### src/rtl/mem_bus_responder_pkg.sv
// rtl/mem_bus_responder_pkg.sv - shared state/region types and wait-state helper for the memory bus responder
package mem_bus_responder_pkg;

  localparam int ADDR_W = 16;
  localparam int DATA_W = 16;
  localparam int CNT_W  = 4;

  typedef enum logic [1:0] {
    ST_IDLE   = 2'd0,
    ST_ACCESS = 2'd1,
    ST_DONE   = 2'd2,
    ST_HOLD   = 2'd3
  } state_t;

  typedef enum logic [1:0] {
    REGION_ROM = 2'd0,
    REGION_RAM = 2'd1,
    REGION_IO  = 2'd2
  } region_t;

  // Wait-state count loaded into the access counter for a decoded region.
  function automatic logic [CNT_W-1:0] region_wait(
    input region_t          region,
    input logic [CNT_W-1:0] rom_wait,
    input logic [CNT_W-1:0] ram_wait,
    input logic [CNT_W-1:0] io_wait
  );
    case (region)
      REGION_ROM: region_wait = rom_wait;
      REGION_RAM: region_wait = ram_wait;
      default:    region_wait = io_wait;
    endcase
  endfunction

endpackage

### src/rtl/mem_bus_responder_if.sv
// rtl/mem_bus_responder_if.sv - CPU request bus plus memory/peripheral side signals
interface mem_bus_responder_if;
  import mem_bus_responder_pkg::*;

  logic [ADDR_W-1:0] addr;
  logic [DATA_W-1:0] din;
  logic              rd;
  logic              wr;
  logic [DATA_W-1:0] dout;
  logic              rdy;
  logic              err;
  logic [ADDR_W-1:0] mem_addr;
  logic [DATA_W-1:0] mem_wdata;
  logic              rom_cs;
  logic              ram_cs;
  logic              io_cs;
  logic              mem_we;
  logic [DATA_W-1:0] rom_rdata;
  logic [DATA_W-1:0] ram_rdata;
  logic [DATA_W-1:0] io_rdata;

  // CPU core plus the memories it reaches through the responder
  modport master (
    output addr, din, rd, wr, rom_rdata, ram_rdata, io_rdata,
    input  dout, rdy, err, mem_addr, mem_wdata, rom_cs, ram_cs, io_cs, mem_we
  );

  // The responder itself
  modport slave (
    input  addr, din, rd, wr, rom_rdata, ram_rdata, io_rdata,
    output dout, rdy, err, mem_addr, mem_wdata, rom_cs, ram_cs, io_cs, mem_we
  );

endinterface

### src/rtl/mem_bus_responder_region_decoder.sv
// rtl/mem_bus_responder_region_decoder.sv - combinational address to ROM/RAM/IO region decode
module mem_bus_responder_region_decoder
  import mem_bus_responder_pkg::*;
#(
  parameter logic [ADDR_W-1:0] ROM_TOP = 16'h1FFF,
  parameter logic [ADDR_W-1:0] IO_BASE = 16'hFF00
) (
  input  logic [ADDR_W-1:0] addr,
  output region_t           region
);

  // ROM wins at the low end, I/O at the top, everything between is RAM
  always_comb begin
    region = REGION_RAM;
    if (addr <= ROM_TOP) begin
      region = REGION_ROM;
    end else if (addr >= IO_BASE) begin
      region = REGION_IO;
    end
  end

endmodule

### src/rtl/mem_bus_responder.sv
// rtl/mem_bus_responder.sv - memory-side bus responder with per-region wait states and request/ready handshake
module mem_bus_responder
  import mem_bus_responder_pkg::*;
#(
  parameter logic [ADDR_W-1:0] ROM_TOP  = 16'h1FFF,
  parameter logic [ADDR_W-1:0] IO_BASE  = 16'hFF00,
  parameter int unsigned       ROM_WAIT = 2,
  parameter int unsigned       RAM_WAIT = 0,
  parameter int unsigned       IO_WAIT  = 3
) (
  input logic              clk,
  input logic              reset_n,
  mem_bus_responder_if.slave bus
);

  localparam logic [CNT_W-1:0] ROM_W = CNT_W'(ROM_WAIT);
  localparam logic [CNT_W-1:0] RAM_W = CNT_W'(RAM_WAIT);
  localparam logic [CNT_W-1:0] IO_W  = CNT_W'(IO_WAIT);

  state_t           state;
  state_t           state_next;
  region_t          addr_region;
  region_t          region_q;
  logic             write_q;
  logic [CNT_W-1:0] cnt;
  logic             accept;
  logic             reject;
  logic             finish;

  mem_bus_responder_region_decoder #(
    .ROM_TOP (ROM_TOP),
    .IO_BASE (IO_BASE)
  ) u_decoder (
    .addr   (bus.addr),
    .region (addr_region)
  );

  // State register; reset aborts any access in flight
  always_ff @(posedge clk) begin
    if (!reset_n) begin
      state <= ST_IDLE;
    end else begin
      state <= state_next;
    end
  end

  // Next state, datapath strobes and the combinational bus outputs
  always_comb begin
    state_next  = state;
    accept      = 1'b0;
    reject      = 1'b0;
    finish      = 1'b0;
    bus.rdy     = 1'b0;
    bus.rom_cs  = 1'b0;
    bus.ram_cs  = 1'b0;
    bus.io_cs   = 1'b0;
    bus.mem_we  = 1'b0;
    case (state)
      ST_IDLE: begin
        if (bus.rd && bus.wr) begin
          reject     = 1'b1;
          state_next = ST_DONE;
        end else if (bus.wr && addr_region == REGION_ROM) begin
          reject     = 1'b1;
          state_next = ST_DONE;
        end else if (bus.rd || bus.wr) begin
          accept     = 1'b1;
          state_next = ST_ACCESS;
        end
      end
      ST_ACCESS: begin
        bus.rom_cs = (region_q == REGION_ROM);
        bus.ram_cs = (region_q == REGION_RAM);
        bus.io_cs  = (region_q == REGION_IO);
        if (cnt == '0) begin
          finish     = 1'b1;
          bus.mem_we = write_q;
          state_next = ST_DONE;
        end
      end
      ST_DONE: begin
        bus.rdy    = 1'b1;
        state_next = ST_HOLD;
      end
      ST_HOLD: begin
        // The CPU must drop both strobes before another request is taken
        if (!bus.rd && !bus.wr) begin
          state_next = ST_IDLE;
        end
      end
      default: state_next = ST_IDLE;
    endcase
  end

  // Latched request, wait counter, read data and error flag
  always_ff @(posedge clk) begin
    if (!reset_n) begin
      bus.mem_addr  <= '0;
      bus.mem_wdata <= '0;
      bus.dout      <= '0;
      bus.err       <= 1'b0;
      region_q      <= REGION_ROM;
      write_q       <= 1'b0;
      cnt           <= '0;
    end else begin
      if (accept) begin
        bus.mem_addr  <= bus.addr;
        bus.mem_wdata <= bus.din;
        region_q      <= addr_region;
        write_q       <= bus.wr;
        cnt           <= region_wait(addr_region, ROM_W, RAM_W, IO_W);
        bus.err       <= 1'b0;
      end
      if (reject) begin
        bus.err <= 1'b1;
      end
      if (state == ST_ACCESS && cnt != '0) begin
        cnt <= cnt - 1'b1;
      end
      if (finish && !write_q) begin
        case (region_q)
          REGION_ROM: bus.dout <= bus.rom_rdata;
          REGION_RAM: bus.dout <= bus.ram_rdata;
          default:    bus.dout <= bus.io_rdata;
        endcase
      end
    end
  end

endmodule

### src/flat_wrapper.sv
// flat-port wrapper written by rule: the top's interface ports become plain ports
module mem_bus_responder_flat import mem_bus_responder_pkg::*;
#(
  parameter logic [ADDR_W-1:0] ROM_TOP  = 16'h1FFF,
  parameter logic [ADDR_W-1:0] IO_BASE  = 16'hFF00,
  parameter int unsigned       ROM_WAIT = 2,
  parameter int unsigned       RAM_WAIT = 0,
  parameter int unsigned       IO_WAIT  = 3
)
  (clk, reset_n, bus_addr, bus_din, bus_rd, bus_wr, bus_rom_rdata, bus_ram_rdata, bus_io_rdata, bus_dout, bus_rdy, bus_err, bus_mem_addr, bus_mem_wdata, bus_rom_cs, bus_ram_cs, bus_io_cs, bus_mem_we);
  mem_bus_responder_if bus_i ();
  input logic clk;
  input logic reset_n;
  input wire logic [$bits(bus_i.addr)-1:0] bus_addr;
  input wire logic [$bits(bus_i.din)-1:0] bus_din;
  input wire logic [$bits(bus_i.rd)-1:0] bus_rd;
  input wire logic [$bits(bus_i.wr)-1:0] bus_wr;
  input wire logic [$bits(bus_i.rom_rdata)-1:0] bus_rom_rdata;
  input wire logic [$bits(bus_i.ram_rdata)-1:0] bus_ram_rdata;
  input wire logic [$bits(bus_i.io_rdata)-1:0] bus_io_rdata;
  output wire logic [$bits(bus_i.dout)-1:0] bus_dout;
  output wire logic [$bits(bus_i.rdy)-1:0] bus_rdy;
  output wire logic [$bits(bus_i.err)-1:0] bus_err;
  output wire logic [$bits(bus_i.mem_addr)-1:0] bus_mem_addr;
  output wire logic [$bits(bus_i.mem_wdata)-1:0] bus_mem_wdata;
  output wire logic [$bits(bus_i.rom_cs)-1:0] bus_rom_cs;
  output wire logic [$bits(bus_i.ram_cs)-1:0] bus_ram_cs;
  output wire logic [$bits(bus_i.io_cs)-1:0] bus_io_cs;
  output wire logic [$bits(bus_i.mem_we)-1:0] bus_mem_we;
  assign bus_i.addr = bus_addr;
  assign bus_i.din = bus_din;
  assign bus_i.rd = bus_rd;
  assign bus_i.wr = bus_wr;
  assign bus_i.rom_rdata = bus_rom_rdata;
  assign bus_i.ram_rdata = bus_ram_rdata;
  assign bus_i.io_rdata = bus_io_rdata;
  assign bus_dout = bus_i.dout;
  assign bus_rdy = bus_i.rdy;
  assign bus_err = bus_i.err;
  assign bus_mem_addr = bus_i.mem_addr;
  assign bus_mem_wdata = bus_i.mem_wdata;
  assign bus_rom_cs = bus_i.rom_cs;
  assign bus_ram_cs = bus_i.ram_cs;
  assign bus_io_cs = bus_i.io_cs;
  assign bus_mem_we = bus_i.mem_we;
  mem_bus_responder #(.ROM_TOP(ROM_TOP), .IO_BASE(IO_BASE), .ROM_WAIT(ROM_WAIT), .RAM_WAIT(RAM_WAIT), .IO_WAIT(IO_WAIT)) u_core (.clk(clk), .reset_n(reset_n), .bus(bus_i));
endmodule
### config.mk
export PLATFORM = sky130hd
export DESIGN_NAME = mem_bus_responder_flat
export DESIGN_NICKNAME = d
export VERILOG_FILES = /design/src/rtl/mem_bus_responder_pkg.sv /design/src/rtl/mem_bus_responder_if.sv /design/src/rtl/mem_bus_responder_region_decoder.sv /design/src/rtl/mem_bus_responder.sv /design/src/flat_wrapper.sv
export SDC_FILE = /design/constraint.sdc
export NUM_CORES = 1
export LEC_CHECK = 0
export CAP_MARGIN = 20
export CORE_MARGIN = 3
export CORE_UTILIZATION = 40
export CTS_CLUSTER_SIZE = 20
export DETAILED_ROUTE_END_ITERATION = 8
export GPL_ROUTABILITY_DRIVEN = 1
export PLACE_DENSITY = 0.88
export SETUP_SLACK_MARGIN = 0.4
export SKIP_CTS_REPAIR_TIMING = 1
export SLEW_MARGIN = 15
export SYNTH_ARGS = -nofsm -noshare
export SYNTH_HDL_FRONTEND = slang
export SYNTH_SLANG_ARGS = --single-unit
### constraint.sdc
create_clock -name clk -period 2.1 [get_ports clk]
set_input_delay 0.21 -clock clk [delete_from_list [all_inputs] [get_ports clk]]
set_output_delay 0.21 -clock clk [all_outputs]
set_load 0.01 [all_outputs]
==> metrics.txt, run 1 <==
status=completed; largest family of logic cells by synthesized area=simple AND/OR/NAND/NOR gates; cells along the critical path=inv_4 > ha_4 > nand3b_1 > buf_4 > nor3_4 > clkbuf_16 > mux2i_1 > nor2_1; vias post-DR=2831; VDD IR-drop max=0.803 mV; initial cell density of the core=42.1%; first-pass GRT wire length=12.1 mm; crit share post-route=82.1%; core box area=6460 µm²; Post-Syn Area=2720 µm²; Psw=1580 µW; Met2 Routed Length=4.28 mm; WS Path Type=reg2reg; Adder-Cell Fraction of Synth Area=2.76%; vias in the first global route=2733; Post-Layout Cell Count=553; ANT nets after route=0; row cnt=29; H-tree depth=3; Worst-path clk slew=0.07 ns; warning count from the yosys run=0; highest routed layer=met4; die area=7830 µm²; vias per cell=5.12; Logic pwr share=45.2%; Fin Hold WS=0.421 ns; sw frac=32.5%; Ports=138; initial antenna violation count=0; post-synthesis sequential area ratio=42.7%; Max-cap violations=0; XOR/XNOR Fraction of Synth Area=0.322%; DRC=0; Most used DFF post-synth=dfxtp_1; GRT Util Overall=19.8%; HP Class=in2reg; sequential share of power=30.6%; number of flops mapped to enable cells by yosys=0; Max Buffers Root-to-Sink=2; synth top area cells=dfxtp_1, nand2_1, mux2i_1; startpoint types=flip-flop; routed wire length=8.72 mm; Filler Cells Inserted=480; largest net degree at the start of global routing=31; Area Growth Syn to Fin=69.5%; Met3 Wirelength=862 µm; Relative slew margins=70.2%; GP Congestion=0.801; CTS tree=done; top cells by count, synth=nand2_1, dfxtp_1, a21oi_1; clk_lat worst skew=0.33 ns; chip height=88.5 µm; M1 wire length=3.44 mm; DP Cell Count=527; Final Cell Area=4610 µm²; DP Area=4150 µm²; post-synthesis mux area share=11.8%; first-pass detailed-route iteration total=4; Iteration-0 DRC Markers=112; CP max stage cell=dfxtp_2; Port Buf Inserts=137; # diodes=0; Netlist cell types=37; Synth Net Count=414; CTS Buf Count=9; LEAKAGE=0.00175 µW; drt wl/cell=15.8 µm; Crit Path Max Fanout=8; share of flip-flops with an asynchronous set or reset=0%; Root Buffer=clkbuf_8; pwr/cell area=1050 nW/µm²; CP Data Required Time=2.31 ns; compound-cell area share of the yosys netlist=16.1%; synthesis-stage register bit count=58; Post-Synth Simple-Gate Area=20.1%; P_int=3290 µW; Yosys top cell area share=42.7%; Max Slew Vio Count=0; Achievable Freq=580 MHz; most frequent cell after synthesis=nand2_1; final hold vios=0; Yosys top cell by area=dfxtp_1; RSZ-0062 raised after global routing=true; share of post-route cells with drive strength above 1=12.8%; Post-Syn Instances=324; slowest stage delay, CP=0.34 ns; clock share of power=24.2%; nets=561; # setup viols final=0; gr ovfl total=0; post-detail-place hpwl=6.02 mm; CTS Sinks=58; Critical Path AT=1.93 ns; min cycle time layout=1.72 ns; clock skew=0.0132 ns; Critical Path Sink Type=flip-flop; die width=88.5 µm; worst-margin pin slew=0.447 ns; Avg Cell Area, Syn=8.40 µm²
[cell families (layout without fill, tap and decap cells)]
group                      Yosys count  after routing
and+or+nand+nor                    126            126
AOI/OAI and AO/OA                   73             73
DFF                                 58             58
muxes                               32             32
buffers and inverters               28            180
adders and majority gates            6              6
xor gates and xnor gates             1              1
[layout by cell type (no fill, tap or decap), drive strengths merged]
master / instances
nand4: 2
buf: 20
nor2: 19
nand3b: 1
o2111ai: 3
a21o: 1
a221oi: 2
and3b: 4
or3b: 1
a31oi: 1
o21ai: 21
nand2b: 1
clkbuf: 16
dfxtp: 58
bufinv: 2
mux2i: 32
inv: 5
a21oi: 37
o31ai: 2
o32ai: 1
nor3: 5
clkinv: 2
nand2: 88
or3: 2
dlymetal6s2s: 3
o21a: 1
nor3b: 2
a211oi: 1
o211ai: 3
xor2: 1
ha: 6
clkdlybuf4s50: 132
nand3: 1
[per-stage QoR]
step	power, µW	util, %	setup TNS, ns	setup slack [ns]
3_5_place_dp	3320	64.3	0	0.127
3_3_place_gp	3250	64.3	0	0.234
5_1_grt	5150	71.4	0	0.284
2_1_floorplan	2560	-	0	0.424
6_report	4860	71.4	0	0.377
4_1_cts	4500	67.8	-0.148	-0.139
[area by class of cell]
cell class / instances / area (µm²) / area share, %
Clock buffer: 12 / 155 / 3.36
Clock inverter: 4 / 73.8 / 1.60
Inverter: 5 / 21.3 / 0.461
Multi-Input combinational cell: 238 / 1450 / 31.4
Sequential cell: 58 / 1170 / 25.3
Tap cell: 77 / 96.3 / 2.09
Timing Repair Buffer: 159 / 1650 / 35.8
[power by group through the flow]
stage	logic [µW]	clock network, µW	registers [µW]
2_1_floorplan	1010	0	1550
3_3_place_gp	1780	0	1470
3_5_place_dp	1830	0	1490
4_1_cts	1840	1190	1470
5_1_grt	2390	1250	1510
6_report	2200	1180	1490
[flip-flops by register name (all words and copies together) (netlist names)]
signal / count
u_core.bus.dout: 16
u_core.cnt: 4
u_core.write_q: 1
u_core.bus.mem_wdata: 16
u_core.bus.err: 1
u_core.region_q: 2
u_core.bus.mem_addr: 16
u_core.state: 2
[per-layer routing]
metal,vias up,track usage [%]
li1,1399,-
met5,-,0
met3,13,6.24
met1,1290,21.8
met4,0,8.52
met2,129,35.1
[critical path: cells and delay by family, from the launching register on]
kind / cells / cell delay (ns)
buffers and inverters: 3 / 0.48
adder cells (fa/ha/maj): 1 / 0.13
multiplexers: 1 / 0.19
AND/OR/NAND/NOR: 3 / 0.47
flip-flops: 1 / 0.34
[worst paths after layout]
check | start | cells past startpoint | slack, ns | end
setup / recovery | u_core.state[1] | 8 | 0.38 | u_core.bus.dout[8]
hold / removal | bus_din[1] | 3 | 0.42 | u_core.bus.mem_wdata[1]
setup reg to reg | u_core.state[1] | 8 | 0.38 | u_core.bus.dout[8]
hold reg to reg | u_core.bus.mem_addr[0] | 2 | 0.46 | u_core.bus.mem_addr[0]
(Power assumes the default switching activity.)
==> inputs of run 2 (changes only) <==
--- a/config.mk
+++ b/config.mk
@@ -7,11 +7,11 @@
 export LEC_CHECK = 0
 export CAP_MARGIN = 20
 export CORE_MARGIN = 3
-export CORE_UTILIZATION = 40
+export CORE_UTILIZATION = 36
 export CTS_CLUSTER_SIZE = 20
 export DETAILED_ROUTE_END_ITERATION = 8
 export GPL_ROUTABILITY_DRIVEN = 1
-export PLACE_DENSITY = 0.88
+export PLACE_DENSITY = 0.84
 export SETUP_SLACK_MARGIN = 0.4
 export SKIP_CTS_REPAIR_TIMING = 1
 export SLEW_MARGIN = 15
==> constraint.sdc (replaced) <==
create_clock -name clk -period 1.4 [get_ports clk]
set_input_delay 0.14 -clock clk [delete_from_list [all_inputs] [get_ports clk]]
set_output_delay 0.14 -clock clk [all_outputs]
set_load 0.01 [all_outputs]
==> run 2 against run 1 <==
Compared with the run above: the flow now finishes with violations (setup timing); total power is 42% higher; final cell count up 7.1%; critical path depth is 1 lower; first-iteration DRC count fell by 22%; sequential share of layout area about the same; largest power group unchanged; highest routed layer unchanged.
==> metrics.txt, run 2 (synthesized netlist as in run 1, its figures left out) <==
Crit Path Max Fanout=3; Port Buf Inserts=137; r2r worst-path depth=7; RSZ-0062 raised after global routing=true; Filler Cells Inserted=634; CTS Buf Count=9; HP Class=in2reg; Achievable Freq=582 MHz; Critical Path Sink Type=flip-flop; CTS tree=done; clk_lat worst skew=0.33 ns; crit share post-route=123%; WS Path Type=reg2reg; clock skew=0.00893 ns; CP Data Required Time=1.64 ns; violated checks=setup timing; vias in the first global route=2721; Final Cell Area=4620 µm²; min cycle time layout=1.72 ns; ANT nets after route=0; drt wl/cell=14.3 µm; core box area=7290 µm²; initial antenna violation count=0; H-tree depth=3; most frequent cells in the layout=nand2_1, clkdlybuf4s50_1, dfxtp_1, a21oi_1, mux2i_1; P_int=4570 µW; Logic pwr share=46.5%; first-pass detailed-route iteration total=4; Relative slew margins=78.4%; Max-cap violations=0; vias post-DR=2869; DP Cell Count=570; post-layout worst setup margin=-0.318 ns; most common cell after layout, fill and taps aside=nand2_1; Iteration-0 DRC Markers=87; Max Buffers Root-to-Sink=2; largest registers=u_core.bus.dout: 16 flops, u_core.bus.mem_addr: 16 flops, u_core.bus.mem_wdata: 16 flops; VDD IR-drop max=0.782 mV; DP Area=4390 µm²; pwr/cell area=1500 nW/µm²; startpoint types=flip-flop; die width=92.9 µm; sw frac=34.0%; post-detail-place hpwl=6.30 mm; LEAKAGE=0.00215 µW; Ports=138; GRT Util Overall=18.2%; Critical Path AT=1.96 ns; Area Growth Syn to Fin=69.8%; final hold vios=0; die area=8640 µm²; Psw=2360 µW; # setup viols final=61; initial cell density of the core=37.3%; gr ovfl total=0; Root Buffer=clkbuf_8; DRC=0; # diodes=0; Worst-path clk slew=0.07 ns; vias per cell=4.85; row cnt=31; Max Slew Vio Count=0; status=finished with violations; pre-CTS WS=-0.336 ns; CTS Sinks=58; routed wire length=8.49 mm; sequential share of power=31.9%; chip height=92.9 µm; Post-Layout Cell Count=592; share of post-route cells with drive strength above 1=23.3%; clock share of power=21.6%; first-pass GRT wire length=12.6 mm; largest net degree at the start of global routing=33; worst-margin pin slew=0.322 ns; nets=579; hold path cells=4; GP Congestion=0.835
-- run 2: cell types whose count changed in the layout (fill, tap and decap cells not counted), sizes merged --
cell,change
bufinv,-1
clkinvlp,+2
dlymetal6s2s,+19
buf,+24
clkbuf,+23
clkdlybuf4s50,-50
-- run 2: through the flow --
step / power (µW) / util (%) / hold slack, ns / setup TNS [ns]
after floorplan: 3960 / - / 0.276 / -4.53
after global placement: 5250 / 60.2 / 0.436 / -11.91
after detailed placement: 5360 / 60.2 / 0.446 / -14.17
after CTS: 6870 / 62.9 / 0.354 / -10.78
after global routing: 7360 / 63.4 / 0.292 / -12.32
final: 6930 / 63.4 / 0.252 / -7.24
-- run 2: layout make-up --
type	instances	area, µm²	area share [%]
Sequential cell	58	1170	25.3
Clock inverter	5	55.1	1.19
Tap cell	99	124	2.68
Multi-Input combinational cell	238	1470	31.9
Clock buffer	10	138	2.98
Timing Repair Buffer	177	1640	35.5
Inverter	5	21.3	0.460
-- run 2: path summary, 6_finish.rpt --
| kind | startpoint | end | slack (ns) |
|---|---|---|---|
| max reg2reg | u_core.cnt[0] | u_core.state[1] | -0.32 |
| max | u_core.cnt[0] | u_core.state[1] | -0.32 |
| min | bus_addr[15] | u_core.bus.mem_addr[15] | 0.25 |
| min reg2reg | u_core.bus.mem_wdata[15] | u_core.bus.mem_wdata[15] | 0.45 |
-- run 2: layer usage --
metal  part of all wire, %  track usage [%]  wire (µm)  up-vias
met5                     0                0          0        -
met4                   1.5             6.47        129        0
met3                    11             6.66        898       11
met2                    47             30.0       3950      130
met1                    41             21.6       3510     1291
li1                      -                -          -     1437
-- run 2: critical path: stages, from the launching register on --
cell,delay (ns)
dfxtp_2,0.33
inv_2,0.07
ha_4,0.14
or3b_4,0.39
a221oi_4,0.35
buf_4,0.17
o21ai_1,0.06
a31oi_1,0.13
-- run 2: power by group through the flow --
stage / Sequential (µW) / Clock, µW / Combinational, µW
floorplan: 2350 / 0 / 1620
global placement: 2220 / 0 / 3030
detailed placement: 2240 / 0 / 3120
CTS: 2200 / 1540 / 3130
global route: 2250 / 1600 / 3500
finish: 2210 / 1500 / 3220
==> inputs of run 3 (changes only) <==
--- a/config.mk
+++ b/config.mk
@@ -11,6 +11,7 @@
 export CTS_CLUSTER_SIZE = 20
 export DETAILED_ROUTE_END_ITERATION = 8
 export GPL_ROUTABILITY_DRIVEN = 1
+export HOLD_SLACK_MARGIN = 0.05
 export PLACE_DENSITY = 0.84
 export SETUP_SLACK_MARGIN = 0.4
 export SKIP_CTS_REPAIR_TIMING = 1
==> results of run 3 <==
The final DEF is identical to that of run 2; final timing and power are the same.
